===== config.mk =====
export PLATFORM = sky130hd
export DESIGN_NAME = countdown_timer_flat
export DESIGN_NICKNAME = d
export VERILOG_FILES = /design/src/rtl/timer_pkg.sv /design/src/rtl/countdown_timer_if.sv /design/src/rtl/rising_edge_detect.sv /design/src/rtl/countdown_timer.sv /design/src/flat_wrapper.sv
export SDC_FILE = /design/constraint.sdc
export NUM_CORES = 1
export LEC_CHECK = 0
export CAP_MARGIN = 20
export CORE_ASPECT_RATIO = 0.75
export CORE_MARGIN = 2
export CORE_UTILIZATION = 39
export DETAILED_ROUTE_END_ITERATION = 10
export PLACE_DENSITY = 0.68
export SLEW_MARGIN = 5
export SYNTH_ARGS = -nofsm -noshare
export SYNTH_HDL_FRONTEND = slang
export SYNTH_HIERARCHICAL = 1
export SYNTH_SLANG_ARGS = --single-unit
export TNS_END_PERCENT = 5

===== constraint.sdc =====
create_clock -name fastclock -period 4.3 [get_ports fastclock]
set_input_delay 0.86 -clock fastclock [delete_from_list [all_inputs] [get_ports fastclock]]
set_output_delay 0.86 -clock fastclock [all_outputs]
set_load 0.02 [all_outputs]

===== src/rtl/timer_pkg.sv =====
// Shared types and BCD helpers for the countdown timer slice.
package timer_pkg;

    localparam int unsigned DIGIT_W = 4;

    typedef logic [DIGIT_W-1:0] bcd_t;

    typedef enum logic [1:0] {IDLE, RUN, PAUSE, DONE} timer_state_t;

    localparam bcd_t BCD_MAX = 4'd9;

    // Saturate an arbitrary 4-bit value into the legal BCD digit range.
    function automatic bcd_t bcd_clamp(input bcd_t v);
        return (v > BCD_MAX) ? BCD_MAX : v;
    endfunction

endpackage


===== src/rtl/countdown_timer_if.sv =====
// Control/status bundle between game control logic and the countdown timer.
interface countdown_timer_if
    import timer_pkg::*;
();
    logic slowclock;
    logic load;
    bcd_t load_tens;
    bcd_t load_ones;
    logic start;
    logic pause;
    bcd_t tens;
    bcd_t ones;
    logic tick;
    logic running;
    logic done;
    logic done_pulse;

    modport master (
        output slowclock, load, load_tens, load_ones, start, pause,
        input  tens, ones, tick, running, done, done_pulse
    );

    modport slave (
        input  slowclock, load, load_tens, load_ones, start, pause,
        output tens, ones, tick, running, done, done_pulse
    );
endinterface


===== src/rtl/rising_edge_detect.sv =====
// Single-flop rising-edge detector; RESET_LEVEL suppresses a spurious edge
// when the input is already high as reset releases.
module rising_edge_detect #(
    parameter logic RESET_LEVEL = 1'b0
) (
    input  logic fastclock,
    input  logic reset,
    input  logic sig,
    output logic pulse
);

    logic sig_q;

    always_ff @(posedge fastclock or posedge reset) begin
        if (reset) sig_q <= RESET_LEVEL;
        else       sig_q <= sig;
    end

    assign pulse = sig & ~sig_q;

endmodule


===== src/rtl/countdown_timer.sv =====
// Two-digit BCD countdown timer advanced by rising edges of the divided clock.
module countdown_timer
    import timer_pkg::*;
#(
    parameter bcd_t INIT_TENS = 4'd3,
    parameter bcd_t INIT_ONES = 4'd0
) (
    input  logic                fastclock,
    input  logic                reset,
    countdown_timer_if.slave    bus
);

    timer_state_t state_q;
    bcd_t         tens_q;
    bcd_t         ones_q;
    logic         tick_q;
    logic         done_pulse_q;

    logic rise;
    bcd_t dec_tens_c;
    bcd_t dec_ones_c;
    logic dec_zero_c;
    logic count_zero_c;

    // Divider idles high after reset, so the history flop also resets high.
    rising_edge_detect #(.RESET_LEVEL(1'b1)) u_slow_edge (
        .fastclock (fastclock),
        .reset     (reset),
        .sig       (bus.slowclock),
        .pulse     (rise)
    );

    // BCD decrement with borrow; holds at 00 rather than wrapping.
    always_comb begin
        dec_tens_c = tens_q;
        dec_ones_c = ones_q;
        if (ones_q != 4'd0) begin
            dec_ones_c = ones_q - 4'd1;
        end else if (tens_q != 4'd0) begin
            dec_ones_c = BCD_MAX;
            dec_tens_c = tens_q - 4'd1;
        end
    end

    assign dec_zero_c   = (dec_tens_c == 4'd0) && (dec_ones_c == 4'd0);
    assign count_zero_c = (tens_q == 4'd0) && (ones_q == 4'd0);

    // Priority: load > pause > start > rise.
    always_ff @(posedge fastclock or posedge reset) begin
        if (reset) begin
            state_q      <= IDLE;
            tens_q       <= INIT_TENS;
            ones_q       <= INIT_ONES;
            tick_q       <= 1'b0;
            done_pulse_q <= 1'b0;
        end else begin
            tick_q       <= rise;
            done_pulse_q <= 1'b0;
            if (bus.load) begin
                state_q <= IDLE;
                tens_q  <= bcd_clamp(bus.load_tens);
                ones_q  <= bcd_clamp(bus.load_ones);
            end else begin
                case (state_q)
                    IDLE: begin
                        if (!bus.pause && bus.start) begin
                            if (count_zero_c) begin
                                state_q      <= DONE;
                                done_pulse_q <= 1'b1;
                            end else begin
                                state_q <= RUN;
                            end
                        end
                    end
                    RUN: begin
                        if (bus.pause) begin
                            state_q <= PAUSE;
                        end else if (rise) begin
                            tens_q <= dec_tens_c;
                            ones_q <= dec_ones_c;
                            if (dec_zero_c) begin
                                state_q      <= DONE;
                                done_pulse_q <= 1'b1;
                            end
                        end
                    end
                    PAUSE: begin
                        if (!bus.pause && bus.start) state_q <= RUN;
                    end
                    DONE: begin
                        state_q <= DONE;
                    end
                    default: state_q <= IDLE;
                endcase
            end
        end
    end

    assign bus.tens       = tens_q;
    assign bus.ones       = ones_q;
    assign bus.tick       = tick_q;
    assign bus.done_pulse = done_pulse_q;
    assign bus.running    = (state_q == RUN);
    assign bus.done       = (state_q == DONE);

endmodule


===== src/flat_wrapper.sv =====
// flat-port wrapper written by rule: the top's interface ports become plain ports
module countdown_timer_flat import timer_pkg::*;
#(
    parameter bcd_t INIT_TENS = 4'd3,
    parameter bcd_t INIT_ONES = 4'd0
)
  (fastclock, reset, bus_slowclock, bus_load, bus_load_tens, bus_load_ones, bus_start, bus_pause, bus_tens, bus_ones, bus_tick, bus_running, bus_done, bus_done_pulse);
  countdown_timer_if bus_i ();
  input  logic fastclock;
  input  logic reset;
  input wire logic [$bits(bus_i.slowclock)-1:0] bus_slowclock;
  input wire logic [$bits(bus_i.load)-1:0] bus_load;
  input wire logic [$bits(bus_i.load_tens)-1:0] bus_load_tens;
  input wire logic [$bits(bus_i.load_ones)-1:0] bus_load_ones;
  input wire logic [$bits(bus_i.start)-1:0] bus_start;
  input wire logic [$bits(bus_i.pause)-1:0] bus_pause;
  output wire logic [$bits(bus_i.tens)-1:0] bus_tens;
  output wire logic [$bits(bus_i.ones)-1:0] bus_ones;
  output wire logic [$bits(bus_i.tick)-1:0] bus_tick;
  output wire logic [$bits(bus_i.running)-1:0] bus_running;
  output wire logic [$bits(bus_i.done)-1:0] bus_done;
  output wire logic [$bits(bus_i.done_pulse)-1:0] bus_done_pulse;
  assign bus_i.slowclock = bus_slowclock;
  assign bus_i.load = bus_load;
  assign bus_i.load_tens = bus_load_tens;
  assign bus_i.load_ones = bus_load_ones;
  assign bus_i.start = bus_start;
  assign bus_i.pause = bus_pause;
  assign bus_tens = bus_i.tens;
  assign bus_ones = bus_i.ones;
  assign bus_tick = bus_i.tick;
  assign bus_running = bus_i.running;
  assign bus_done = bus_i.done;
  assign bus_done_pulse = bus_i.done_pulse;
  countdown_timer #(.INIT_TENS(INIT_TENS), .INIT_ONES(INIT_ONES)) u_core (.fastclock(fastclock), .reset(reset), .bus(bus_i));
endmodule

=== Yosys cells after proc, flatten, opt, wreduce, memory -nomap -nowiden ===
Index checks and enable logic that the tools add are counted.

* Output and inout bits: 12
* Memories: 0
* ROM bits: 0
* Bits in registers: 13
* Bits in writable memories: 0
* Latch bits: 0
* Word-level logic and storage cells: 64

* Eq/ne operators: 8
* Mux-type cells: 29
* Multipliers: 0
* Magnitude comparators: 2
* Shift operators: 0
* Bitwise gates (word level): 2
* Reduce and logical (&&, ||, !) cells: 15
* Div/mod/pow operators: 0
* Add/subtract/negate cells: 2

{| class="wikitable"
|+ Operators with widths
! operator !! count
|-
| 2-to-1 mux 4 bit || 14
|-
| zero test 4 bit || 4
|-
| 2-to-1 mux 2 bit || 7
|-
| > comparator 4 bit (second input constant) || 2
|-
| != test 4 x 3 -> 1 bit (second input constant) || 2
|-
| case mux 2 bit (4 select lines) || 1
|-
| nonzero test 4 bit || 2
|-
| subtractor 4 x 1 -> 4 bit (second input constant) || 2
|-
| 2-to-1 mux 1 bit || 6
|-
| != test 3 x 2 -> 1 bit (second input constant) || 2
|-
| == test 2 bit (second input constant) || 2
|-
| AND reduction 4 bit || 1
|-
| nonzero test 2 bit || 2
|-
| logical AND 1 bit || 3
|-
| AND reduction 3 bit || 1
|-
| == test 2 x 1 -> 1 bit (second input constant) || 1
|-
| zero test 2 bit || 1
|-
| != test 2 bit (second input constant) || 1
|-
| case mux 1 bit (2 select lines) || 1
|-
| AND 1 bit || 1
|-
| zero test 1 bit || 1
|-
| NOT 1 bit || 1
|}

=== Longest topological paths before layout ===
Gate-level depths: netlist of the first run.

* Word-level depth: 10
* Mapped depth: 6
* Mapped depth without buffers: 6

=== Modules after synthesis ===
Netlist of the first run, hierarchy kept.

{| class="wikitable"
|+ Modules (own cells, without submodules)
! module !! instances !! area each (um^2) !! sequential area each (um^2) !! cells each
|-
| countdown_timer || 1 || 868.3 || 302.8 || 95
|-
| rising_edge_detect || 1 || 43.8 || 26.3 || 3
|}

=== Worst setup path after synthesis of the first run ===
No wires, ideal clock.

* Path kind: input-to-reg
* Start: input bus_load
* End: register u_core.state_q[1]
* Stages on the path: 5
* Data arrival time: 1.912 ns
* Path slack: 2.293 ns
* Buffers on the path: 1
* Required time: 4.205 ns
* Path through: clkbuf_1 > nor4b_1 > o21ai_0 > a221o_1 > o32ai_2

* Cells in the longest elaborated chain, start to end: 2
* Elaborated cells between the ends (all ways): 6
* Classes of those cells: eq/ne: 4; mux: 1; reduce/logical: 1

{| class="wikitable"
|+ Ends and longest elaborated chain
! item !! RTL line !! text
|-
| start: declaration || flat_wrapper.sv:12 || <nowiki>input wire logic [$bits(bus_i.load)-1:0] bus_load;</nowiki>
|-
| != test 4 x 3 -> 1 bit (no line) or != test 3 x 2 -> 1 bit (tied branches) || n/a ||
|-
| AND reduction 4 bit (no line) || n/a ||
|-
| end signal: assignment || countdown_timer.sv:51 || <nowiki>state_q <= IDLE;</nowiki>
|-
| end signal: assignment || countdown_timer.sv:60 || <nowiki>state_q <= IDLE;</nowiki>
|-
| end signal: assignment || countdown_timer.sv:68 || <nowiki>state_q <= DONE;</nowiki>
|-
| end: declaration || countdown_timer.sv:13 || <nowiki>timer_state_t state_q;</nowiki>
|}

Several ways; a longest one is shown, not always the timed one.
A chain may end at the register's enable or synchronous reset.

=== Worst setup path in the final report of the first run ===
Ends and elaborated chain as after synthesis.

==> Implementation_results.wiki, run 1 <==
{| class="wikitable"
! Metric !! Value
|-
| Cell variety after synth || 42
|-
| CTS tree || built
|-
| Pre-antenna DRT Iters || 4
|-
| Area growth from synthesis to layout || 31.7%
|-
| Fraction of final layout cells with drive strength greater than 1 || 0.113
|-
| Slowest cell on the critical path || clkdlybuf4s50_1
|-
| Worst-path clk slew || 0.08 ns
|-
| Kind of critical path || primary input to flip-flop
|-
| Number of violations of the max-capacitance limit || 0
|-
| Avg Inst Size Synth || 9.31 um^2
|-
| Data required time of the critical path || 4.49 ns
|-
| Antenna Diode Count || 0
|-
| Area taken by multi-input logic gates || 527 um^2
|-
| Setup WS post-layout || 1.68 ns
|-
| Post-synthesis sequential area ratio || 0.361
|-
| Last weighted congestion value of the routability-driven placer || 0.778
|-
| First-pass GRT wire length || 3680 um
|-
| Avg Vias per Cell || 5.72
|-
| Post-DP HPWL || 1670 um
|-
| Cell at the root of the clock tree || clkbuf_4
|-
| Tightest slew margin relative to the limit || 0.638
|-
| Count of cells along the worst hold path || 1
|-
| Initial standard-cell utilization of the core || 0.405
|-
| Maximum vdd ir drop || 0.147 mV
|-
| Critical path's largest stage delay || 0.69 ns
|-
| Worst R2R Setup Slack || 2.20 ns
|-
| Post_cts resized || 0
|-
| Worst flop-to-flop path startpoint || u_core/bus.ones[0]
|-
| Port bufs || 25
|-
| Hold/Removal Path Class || flip-flop to flip-flop
|-
| Critical Path, Cell by Cell || clkdlybuf4s50_1 -> nor4b_1 -> o21ai_0 -> a221o_1 -> o32ai_2
|-
| Destination of the worst hold path || u_core/bus.tick
|-
| Result of the run || finished, final reports clean
|-
| Sequential standard cell area || 329 um^2
|-
| Endpoints failing hold || 0
|-
| Total negative slack for setup checks || 0 ns
|-
| Clk_lat worst skew || 0.28 ns
|-
| Cell depth of the worst flop-to-flop path || 6
|-
| Number of global-route vias before repair || 827
|-
| Routed WL || 2290 um
|-
| Area enclosed by the die boundary || 2750 um^2
|-
| Worst EP arrival || 2.81 ns
|-
| Final worst path period share || 0.609
|-
| RSZ-0062 raised after global routing || false
|-
| Clk sink count || 13
|-
| Number of ports placed on the die boundary || 26
|-
| Die X-Extent || 59.8 um
|-
| Worst-path fanout max || 16
|-
| Power density cells || 274 nW/um^2
|-
| Largest delay contributor family on the critical path || compound AO/OA/AOI/OAI gates
|-
| Dpl ws || 1.48 ns
|-
| CP startpoint kind || primary input
|-
| Slew @ Worst Pin || 0.541 ns
|-
| Final max-slew violation count || 0
|-
| Number of nets at the end of the flow || 141
|-
| Setup Fix Bufs, Post-CTS || 0
|-
| GRT Resource Usage Total || 0.185
|-
| Final antenna-violating net count || 0
|-
| End of the worst register-to-register path || u_core/bus.tens[3]
|-
| Cells after synthesis || 98
|-
| Largest net degree at the start of global routing || 17
|-
| Critical hold path startpoint || u_core/u_slow_edge/sig_q
|-
| Total via count in the routed design || 852
|-
| Total standard cell area after synthesis || 912 um^2
|-
| Clock Skew || 0.00415 ns
|-
| Detailed Route Iter0 Violations || 39
|-
| Row count || 15
|-
| Maximum level of the CTS H-tree || 1
|-
| Endpoint class of the critical path || flip-flop
|-
| Number of warnings issued by yosys || 6
|-
| WP buf/inv || 1
|-
| Filler cell count || 220
|-
| Leftover overflow at the end of global routing || 0
|-
| Maximum clock rate || 382 MHz
|-
| Routed WL per cell || 15.4 um
|-
| Post-Syn Nets || 114
|-
| Antenna violations before repair || 0
|-
| Inserted Clock Buffers || 3
|-
| Leakage || 0.492 nW
|-
| Clock period minus worst slack || 2.62 ns
|-
| DRC violations left || 0
|-
| Hold_buf cts || 0
|-
| Chip height || 45.9 um
|-
| Final setup fails || 0
|-
| Yosys reg bits || 13
|-
| Area inside the core boundary || 2250 um^2
|-
| Maximum buffer depth of the clock tree || 2
|}
-- cells in the final DEF (no fill, tap or decap), drive strengths merged, types with 3 or more instances in the layout --
| cell | synthesis | layout |
|---|---|---|
| clkdlybuf4s50 | 0 | 25 |
| inv | 10 | 10 |
| dfrtp | 10 | 10 |
| o21ai | 9 | 9 |
| nand2 | 7 | 7 |
| nor2 | 5 | 5 |
| clkbuf | 2 | 4 |
| a21oi | 4 | 4 |
| nor2b | 4 | 4 |
| nor3 | 3 | 3 |
| dfstp | 3 | 3 |
| nor3b | 3 | 3 |
-- worst max-delay path by stage --
stage | startpoint | to | slack [ns] | cells after the start
after floorplan | bus_load | u_core/state_q[1] | 2.29 | 5
after global placement | bus_load | u_core/state_q[1] | 1.59 | 5
after detailed placement | bus_load | u_core/state_q[1] | 1.48 | 5
after CTS | bus_load | u_core/state_q[1] | 1.76 | 5
after global routing | bus_load | u_core/state_q[1] | 1.62 | 5
final | bus_load | u_core/state_q[1] | 1.68 | 5
-- state kept, by name, indices dropped and copies added, names as in the netlist --
name                      cells
u_core/state_q                2
u_core/bus.tens               4
u_core/bus.tick               1
u_core/bus.done_pulse         1
u_core/bus.ones               4
u_core/u_slow_edge/sig_q      1
-- final cells by class --
type | count | area share
inverter | 10 | 0.0313
sequential | 13 | 0.274
timing repair buffer | 25 | 0.208
clock buffer | 4 | 0.0219
multi-input combinational | 72 | 0.439
tap | 25 | 0.0260
-- metrics by stage --
step / total power, mW / hold WS (ns) / util / std cells / area (um^2)
CTS: 0.330 / 0.556 / 0.533 / 149 / 1200
floorplan: 0.210 / 0.509 / - / 98 / 912
global route: 0.349 / 0.573 / 0.533 / 149 / 1200
global placement: 0.248 / 0.529 / 0.522 / 145 / 1170
finish: 0.329 / 0.559 / 0.533 / 149 / 1200
detailed placement: 0.251 / 0.538 / 0.522 / 145 / 1170
-- metal layers --
layer,vias up,track usage,share of wire
met4,0,0.0533,0.0074
li1,421,-,-
met1,398,0.230,0.48
met2,31,0.304,0.45
met5,-,0,0
met3,2,0.0653,0.058
-- synthesized netlist by cell type --
cell,count,area share
ha_1,2,0.027
a211oi_1,1,0.0082
a21oi_1,3,0.016
nand3b_1,2,0.016
nor3_1,3,0.016
a41o_1,2,0.022
o21ai_0,9,0.049
nand2_1,7,0.029
o32ai_2,1,0.018
o311a_1,1,0.011
a22o_1,1,0.0096
or3_1,2,0.014
inv_1,10,0.041
nor4_1,1,0.0069
and4bb_2,2,0.027
a31oi_1,2,0.014
a221o_1,1,0.011
mux2_4,1,0.016
nor2_1,5,0.021
xnor2_1,1,0.0096
nand4bb_1,1,0.012
nor2b_4,1,0.015
nand2b_1,1,0.0069
o211a_1,1,0.011
nor3b_2,1,0.014
nor4b_1,1,0.0096
clkbuf_1,2,0.0082
o32a_1,1,0.011
buf_6,1,0.012
nor2b_1,3,0.021
and2_1,1,0.0069
o21a_1,2,0.016
nor3b_4,1,0.021
mux2i_1,2,0.022
nand3_1,2,0.011
a21oi_2,1,0.0096
dfstp_2,3,0.086
o31ai_1,2,0.016
dfrtp_1,10,0.27
o32ai_1,1,0.0096
nor3b_1,1,0.0082
nand4_1,2,0.014
-- cell families after synthesis --
group | share of synthesized area
AO/OA/AOI/OAI | 0.233
XOR/XNOR | 0.00960
adder cells (fa/ha/maj) | 0.0274
buffers and inverters | 0.0617
flip-flops | 0.361
multiplexers | 0.0384
AND/OR/NAND/NOR | 0.269
-- report_power, final --
| part | total (mW) | internal [mW] | switching, mW | leakage, nW |
|---|---|---|---|---|
| Combinational | 0.103 | 0.0515 | 0.0515 | 0.319 |
| Sequential | 0.147 | 0.133 | 0.0145 | 0.158 |
| Clock | 0.0786 | 0.0360 | 0.0426 | 0.0150 |
Note: power is estimated with default switching activity, not from simulation.
==> run 2: changes to the inputs <==
clock period = 2.6 ns   (was 4.3 ns; I/O delays follow)
==> Implementation_results.wiki, run 2 (same netlist as run 1, synthesis figures left out) <==
{| class="wikitable"
! Metric !! Value
|-
| Result of the run || finished, final reports clean
|-
| First-pass GRT wire length || 3510 um (-4.9%)
|-
| Post-DP HPWL || 1620 um (-3.5%)
|-
| Inserted Clock Buffers || 3 (unchanged)
|-
| Antenna Diode Count || 0 (unchanged)
|-
| Stages on worst setup path || 6 (+1)
|-
| Commonest non-fill, non-tap cells in the layout || clkdlybuf4s50_1, inv_1, dfrtp_1
|-
| Number of ports placed on the die boundary || 26 (unchanged)
|-
| Endpoints failing hold || 0 (unchanged)
|-
| Worst flop-to-flop path startpoint || u_core/bus.ones[0]
|-
| Row count || 15 (unchanged)
|-
| Cell at the root of the clock tree || clkbuf_4
|-
| Critical path's largest stage delay || 0.49 ns (-0.20 ns)
|-
| Number of global-route vias before repair || 752 (-9.1%)
|-
| Dpl ws || 0.300 ns (-1.19 ns)
|-
| Fraction of final layout cells with drive strength greater than 1 || 0.120 (+0.00710)
|-
| Setup WS post-layout || 0.527 ns (-1.15 ns)
|-
| Port bufs || 25 (unchanged)
|-
| Routed WL || 2200 um (-4.1%)
|-
| Clk_lat worst skew || 0.28 ns (about the same)
|-
| Initial standard-cell utilization of the core || 0.405 (unchanged)
|-
| Hold/Removal Path Class || primary input to asynchronous set/reset pin
|-
| Power density cells || 449 nW/um^2 (+64%)
|-
| Critical Path, Cell by Cell || inv_1 -> ha_1 -> nor3b_4 -> nand3_1 -> or3_1 -> a31oi_1
|-
| Worst-path clk slew || 0.08 ns (about the same)
|-
| Final worst path period share || 0.797
|-
| Worst R2R Setup Slack || 0.53 ns (-1.67 ns)
|-
| Die X-Extent || 59.8 um (unchanged)
|-
| Clk sink count || 13 (unchanged)
|-
| GRT Resource Usage Total || 0.175 (-0.0101)
|-
| Area taken by multi-input logic gates || 527 um^2 (unchanged)
|-
| Antenna violations before repair || 0 (unchanged)
|-
| Area growth from synthesis to layout || 32.5%
|-
| Crit path capture || u_core/bus.tens[3]
|-
| Critical Path Source || u_core/bus.ones[0]
|-
| Area enclosed by the die boundary || 2750 um^2 (unchanged)
|-
| Maximum buffer depth of the clock tree || 2 (unchanged)
|-
| Chip height || 45.9 um (unchanged)
|-
| Tightest slew margin relative to the limit || 0.673 (+0.0356)
|-
| Pre-antenna DRT Iters || 4 (unchanged)
|-
| Sequential standard cell area || 329 um^2 (unchanged)
|-
| Last weighted congestion value of the routability-driven placer || 0.754 (-3.2%)
|-
| Dpl cell area || 1180 um^2 (+0.64%)
|-
| Hold_buf cts || 0 (unchanged)
|-
| CP startpoint kind || flip-flop
|-
| Leading cell type in the layout, fill and taps excluded || clkdlybuf4s50_1
|-
| Clock Skew || 0.000470 ns (-0.00368 ns)
|-
| Clock period minus worst slack || 2.07 ns
|-
| Largest delay contributor family on the critical path || simple AND/OR/NAND/NOR gates
|-
| Area inside the core boundary || 2250 um^2 (unchanged)
|-
| CTS tree || built
|-
| Cell depth of the worst flop-to-flop path || 6 (unchanged)
|-
| Final setup fails || 0 (unchanged)
|-
| Final design instance area without fill || 1210 um^2 (+0.63%)
|-
| Leakage || 0.497 nW (+0.98%)
|-
| Routed WL per cell || 14.7 um (-4.7%)
|-
| Total negative slack for setup checks || 0 ns (unchanged)
|-
| Kind of critical path || flip-flop to flip-flop
|-
| End of the worst register-to-register path || u_core/bus.tens[3]
|-
| DRC violations left || 0 (unchanged)
|-
| Final max-slew violation count || 0 (unchanged)
|-
| Leftover overflow at the end of global routing || 0 (unchanged)
|-
| Largest net degree at the start of global routing || 13 (-4)
|-
| Endpoint class of the critical path || flip-flop
|-
| Setup Fix Bufs, Post-CTS || 0 (unchanged)
|-
| Data required time of the critical path || 2.80 ns (-1.69 ns)
|-
| Detailed Route Iter0 Violations || 44 (+13%)
|-
| Maximum level of the CTS H-tree || 1 (unchanged)
|-
| Number of violations of the max-capacitance limit || 0 (unchanged)
|-
| Maximum vdd ir drop || 0.253 mV (+72%)
|-
| Number of nets at the end of the flow || 142 (+0.71%)
|-
| Filler cell count || 211 (-4.1%)
|-
| Worst-path fanout max || 10 (-6)
|-
| Final antenna-violating net count || 0 (unchanged)
|-
| WP buf/inv || 1 (unchanged)
|-
| RSZ-0062 raised after global routing || false
|-
| Maximum clock rate || 482 MHz
|-
| Total via count in the routed design || 858 (+0.70%)
|-
| Slowest cell on the critical path || nor3b_4
|-
| Post_cts resized || 0 (unchanged)
|-
| Worst EP arrival || 2.28 ns (-0.53 ns)
|-
| Avg Vias per Cell || 5.72 (about the same)
|-
| Slew @ Worst Pin || 0.489 ns (-0.0522 ns)
|}
## run 2: changes by cell type in the layout (fill, tap and decap cells not counted)
cell and delta:
buf_4 +1
## run 2: metrics by stage
stage | hold slack [ns] | util | total power [mW] | cells
detailed placement | 0.530 | 0.525 | 0.415 | 146
finish | 0.550 | 0.537 | 0.543 | 150
CTS | 0.548 | 0.537 | 0.546 | 150
floorplan | 0.383 | - | 0.347 | 98
global placement | 0.524 | 0.525 | 0.410 | 146
global route | 0.540 | 0.537 | 0.575 | 150
## run 2: per-layer routing
| metal | routed length [um] | share of wire | global-route usage | vias to the layer above |
|---|---|---|---|---|
| li1 | - | - | - | 422 |
| met1 | 1050 | 0.48 | 0.227 | 405 |
| met2 | 987 | 0.45 | 0.287 | 31 |
| met3 | 158 | 0.072 | 0.0568 | 0 |
| met4 | 0 | 0 | 0.0356 | 0 |
| met5 | 0 | 0 | 0 | - |
## run 2: power breakdown
part           internal [mW]  total [mW]  switching [mW]
combinational         0.0858       0.169          0.0829
clock                 0.0596       0.131          0.0714
sequential             0.219       0.243          0.0241
total                  0.365       0.543           0.178
## run 2: how the worst min path moves through the flow
| stage | cells past startpoint | to | slack, ns |
|---|---|---|---|
| CTS | 2 | u_core/u_slow_edge/sig_q | 0.55 |
| finish | 2 | u_core/u_slow_edge/sig_q | 0.55 |
| detailed placement | 1 | u_core/bus.tick | 0.53 |
| floorplan | 1 | u_core/bus.done_pulse | 0.38 |
| global placement | 1 | u_core/bus.tick | 0.52 |
| global route | 2 | u_core/u_slow_edge/sig_q | 0.54 |
## run 2: final cells by class
cell class / instances / share of cell area
Timing Repair Buffer: 26 / 0.213
Clock buffer: 4 / 0.0217
Sequential cell: 13 / 0.272
Multi-Input combinational cell: 72 / 0.436
Inverter: 10 / 0.0311
Tap cell: 25 / 0.0259
==> run 3: changes to the inputs <==
PLACE_DENSITY = 0.7   (was 0.68)
clock period = 1.8 ns   (was 2.6 ns; I/O delays follow)
==> Implementation_results.wiki, run 3 (same netlist as run 1, synthesis figures left out) <==
{| class="wikitable"
! Metric !! Value
|-
| Commonest non-fill, non-tap cells in the layout || clkdlybuf4s50_1, buf_4, inv_1, nand2_1, o21ai_0
|-
| Dpl cell area || 1280 um^2 (+8.7%)
|-
| Setup Fix Bufs, Post-CTS || 0 (unchanged)
|-
| Cell at the root of the clock tree || clkbuf_4
|-
| Result of the run || complete, but fails checks
|-
| Maximum level of the CTS H-tree || 1 (unchanged)
|-
| Worst flop-to-flop path startpoint || u_core/bus.tens[1]
|-
| Setup WS post-layout || -0.0411 ns (-0.568 ns)
|-
| Post-DP HPWL || 1900 um (+18%)
|-
| Tightest slew margin relative to the limit || 0.664 (-0.00945)
|-
| Number of global-route vias before repair || 925 (+23%)
|-
| Avg Vias per Cell || 5.93 (+3.7%)
|-
| Share of power burned in registers || 0.418 (-0.030)
|-
| Routed WL per cell || 16.6 um (+13%)
|-
| RSZ-0062 raised after global routing || true
|-
| Clock Skew || 0.00368 ns (+0.00321 ns)
|-
| Worst-path fanout max || 3 (-7)
|-
| Number of ports placed on the die boundary || 26 (unchanged)
|-
| Power density cells || 620 nW/um^2 (+38%)
|-
| Final setup fails || 1 (+1)
|-
| Worst-path clk slew || 0.08 ns (about the same)
|-
| Last weighted congestion value of the routability-driven placer || 0.827 (+9.7%)
|-
| Area growth from synthesis to layout || 48.0%
|-
| End of the worst register-to-register path || u_core/bus.tens[1]
|-
| Critical path's largest stage delay || 0.54 ns (+0.05 ns)
|-
| Antenna violations before repair || 0 (unchanged)
|-
| Clock period minus worst slack || 1.84 ns (-0.232 ns)
|-
| WL met3 || 167 um (+5.7%)
|-
| Chip height || 45.9 um (unchanged)
|-
| Clock share of power || 0.219 (-0.022)
|-
| Final max-slew violation count || 0 (unchanged)
|-
| Detailed Route Iter0 Violations || 36 (-18%)
|-
| DRC violations left || 0 (unchanged)
|-
| Maximum buffer depth of the clock tree || 2 (unchanged)
|-
| Met1 layer wirelength in the final routing || 1130 um (+7.3%)
|-
| Worst R2R Setup Slack || -0.04 ns (-0.57 ns)
|-
| Leakage || 0.609 nW (+22%)
|-
| Port bufs || 25 (unchanged)
|-
| Largest delay contributor family on the critical path || flip-flops
|-
| Switching power || 0.275 mW (+54%)
|-
| Antenna Diode Count || 0 (unchanged)
|-
| Cell Count, Final, Fillers Out || 163 (+8.7%)
|-
| Leftover overflow at the end of global routing || 0 (unchanged)
|-
| Number of nets at the end of the flow || 155 (+9.2%)
|-
| Cell internal power dissipation || 0.562 mW (+54%)
|-
| Total chip power || 0.837 mW (+54%)
|-
| Area enclosed by the die boundary || 2750 um^2 (unchanged)
|-
| CTS tree || built
|-
| Hold_buf cts || 0 (unchanged)
|-
| Clk sink count || 13 (unchanged)
|-
| Post-layout util || 0.599 (+0.0628)
|-
| Clk_lat worst skew || 0.28 ns (about the same)
|-
| Initial standard-cell utilization of the core || 0.405 (unchanged)
|-
| Data required time of the critical path || 2.02 ns (-0.78 ns)
|-
| Area inside the core boundary || 2250 um^2 (unchanged)
|-
| Fraction of final layout cells with drive strength greater than 1 || 0.290 (+0.170)
|-
| Met2 WL || 1340 um (+35%)
|-
| Slew @ Worst Pin || 0.503 ns (+0.0141 ns)
|-
| Logic gate share of total power || 0.363 (+0.052)
|-
| Cell depth of the worst flop-to-flop path || 7 (+1)
|-
| Worst EP arrival || 2.06 ns (-0.22 ns)
|-
| Inserted Clock Buffers || 3 (unchanged)
|-
| GRT Resource Usage Total || 0.206 (+0.0312)
|-
| Largest net degree at the start of global routing || 13 (unchanged)
|-
| Final design instance area without fill || 1350 um^2 (+12%)
|-
| Post-Place Cells || 159 (+8.9%)
|-
| Endpoints failing hold || 0 (unchanged)
|-
| Total via count in the routed design || 967 (+13%)
|-
| First-pass GRT wire length || 4100 um (+17%)
|-
| Leading cell type in the layout, fill and taps excluded || clkdlybuf4s50_1
|-
| Maximum vdd ir drop || 0.325 mV (+28%)
|-
| Hold/Removal Path Class || primary input to asynchronous set/reset pin
|-
| Net switching fraction of the power || 0.328 (about the same)
|-
| Filler cell count || 203 (-3.8%)
|-
| Final antenna-violating net count || 0 (unchanged)
|-
| WP buf/inv || 2 (+1)
|-
| Endpoint class of the critical path || flip-flop
|-
| Kind of critical path || flip-flop to flip-flop
|-
| Violations in the final reports || negative setup slack
|-
| Pre-antenna DRT Iters || 4 (unchanged)
|-
| Die X-Extent || 59.8 um (unchanged)
|-
| Maximum clock rate || 543 MHz (+13%)
|-
| CP startpoint kind || flip-flop
|-
| Number of violations of the max-capacitance limit || 0 (unchanged)
|-
| Routed WL || 2710 um (+23%)
|-
| Final worst path period share || 1.02 (+0.226)
|-
| Slowest cell on the critical path || dfstp_2
|-
| Row count || 15 (unchanged)
|-
| Uppermost metal layer occupied by signal nets || met4
|-
| Critical Path, Cell by Cell || inv_1 -> ha_2 -> nor3b_4 -> buf_4 -> nand3b_1 -> mux2i_1 -> a22o_1
|}
==> run 3: cell types whose count changed in the layout (fill, tap and decap cells not counted), sizes merged <==
| cell | previous run | this run |
|---|---|---|
| clkdlybuf4s50 | 25 | 18 |
| dlygate4sd2 | 0 | 3 |
| buf | 1 | 14 |
| dlymetal6s2s | 0 | 4 |
==> run 3: power groups by stage <==
| stage | Clock [mW] | Sequential [mW] | Combinational [mW] |
|---|---|---|---|
| CTS | 0.190 | 0.347 | 0.286 |
| global placement | 0 | 0.350 | 0.277 |
| floorplan | 0 | 0.369 | 0.134 |
| global route | 0.201 | 0.354 | 0.325 |
| detailed placement | 0 | 0.352 | 0.286 |
| finish | 0.183 | 0.350 | 0.304 |
==> run 3: final cells by class <==
type	instances	area (um^2)	area share
multi-input cells	72	553	0.410
clock buffers	4	26.3	0.0195
flip-flops and latches	13	337	0.249
inverters	10	37.5	0.0278
well taps	25	31.3	0.0232
repair buffers	39	365	0.271
==> run 3: how the worst max path moves through the flow <==
stage                             startpoint            endpoint  slack [ns]  cells past startpoint
after floorplan           u_core/bus.ones[0]   u_core/state_q[1]       0.005                      6
after global placement         bus_slowclock  u_core/bus.tens[3]       -0.13                      6
after detailed placement       bus_slowclock  u_core/bus.tens[3]       -0.18                      6
after CTS                  u_core/state_q[0]         bus_running      -0.009                      2
after global routing      u_core/bus.tens[1]  u_core/bus.tens[1]       -0.10                      7
final                     u_core/bus.tens[1]  u_core/bus.tens[1]       -0.04                      7
==> run 3: per-stage QoR <==
step	worst slack (ns)	TNS, ns	hold slack [ns]
final	-0.0411	-0.0411	0.424
after floorplan	0.00532	0	0.223
after detailed placement	-0.178	-0.791	0.605
after global placement	-0.135	-0.694	0.584
after CTS	-0.00941	-0.00941	0.419
after global routing	-0.102	-0.165	0.431
==> run 3: layer usage <==
layer  track usage  up-vias
met5             0        -
met4        0.0622        0
met3        0.0568       14
met2         0.370       45
met1         0.241      458
li1              -      450
==> run 3: repair_timing <==
action	4_1_cts	5_1_grt
resized for setup	6	14
endpoints found under the setup margin	5	12
pin swaps	0	2
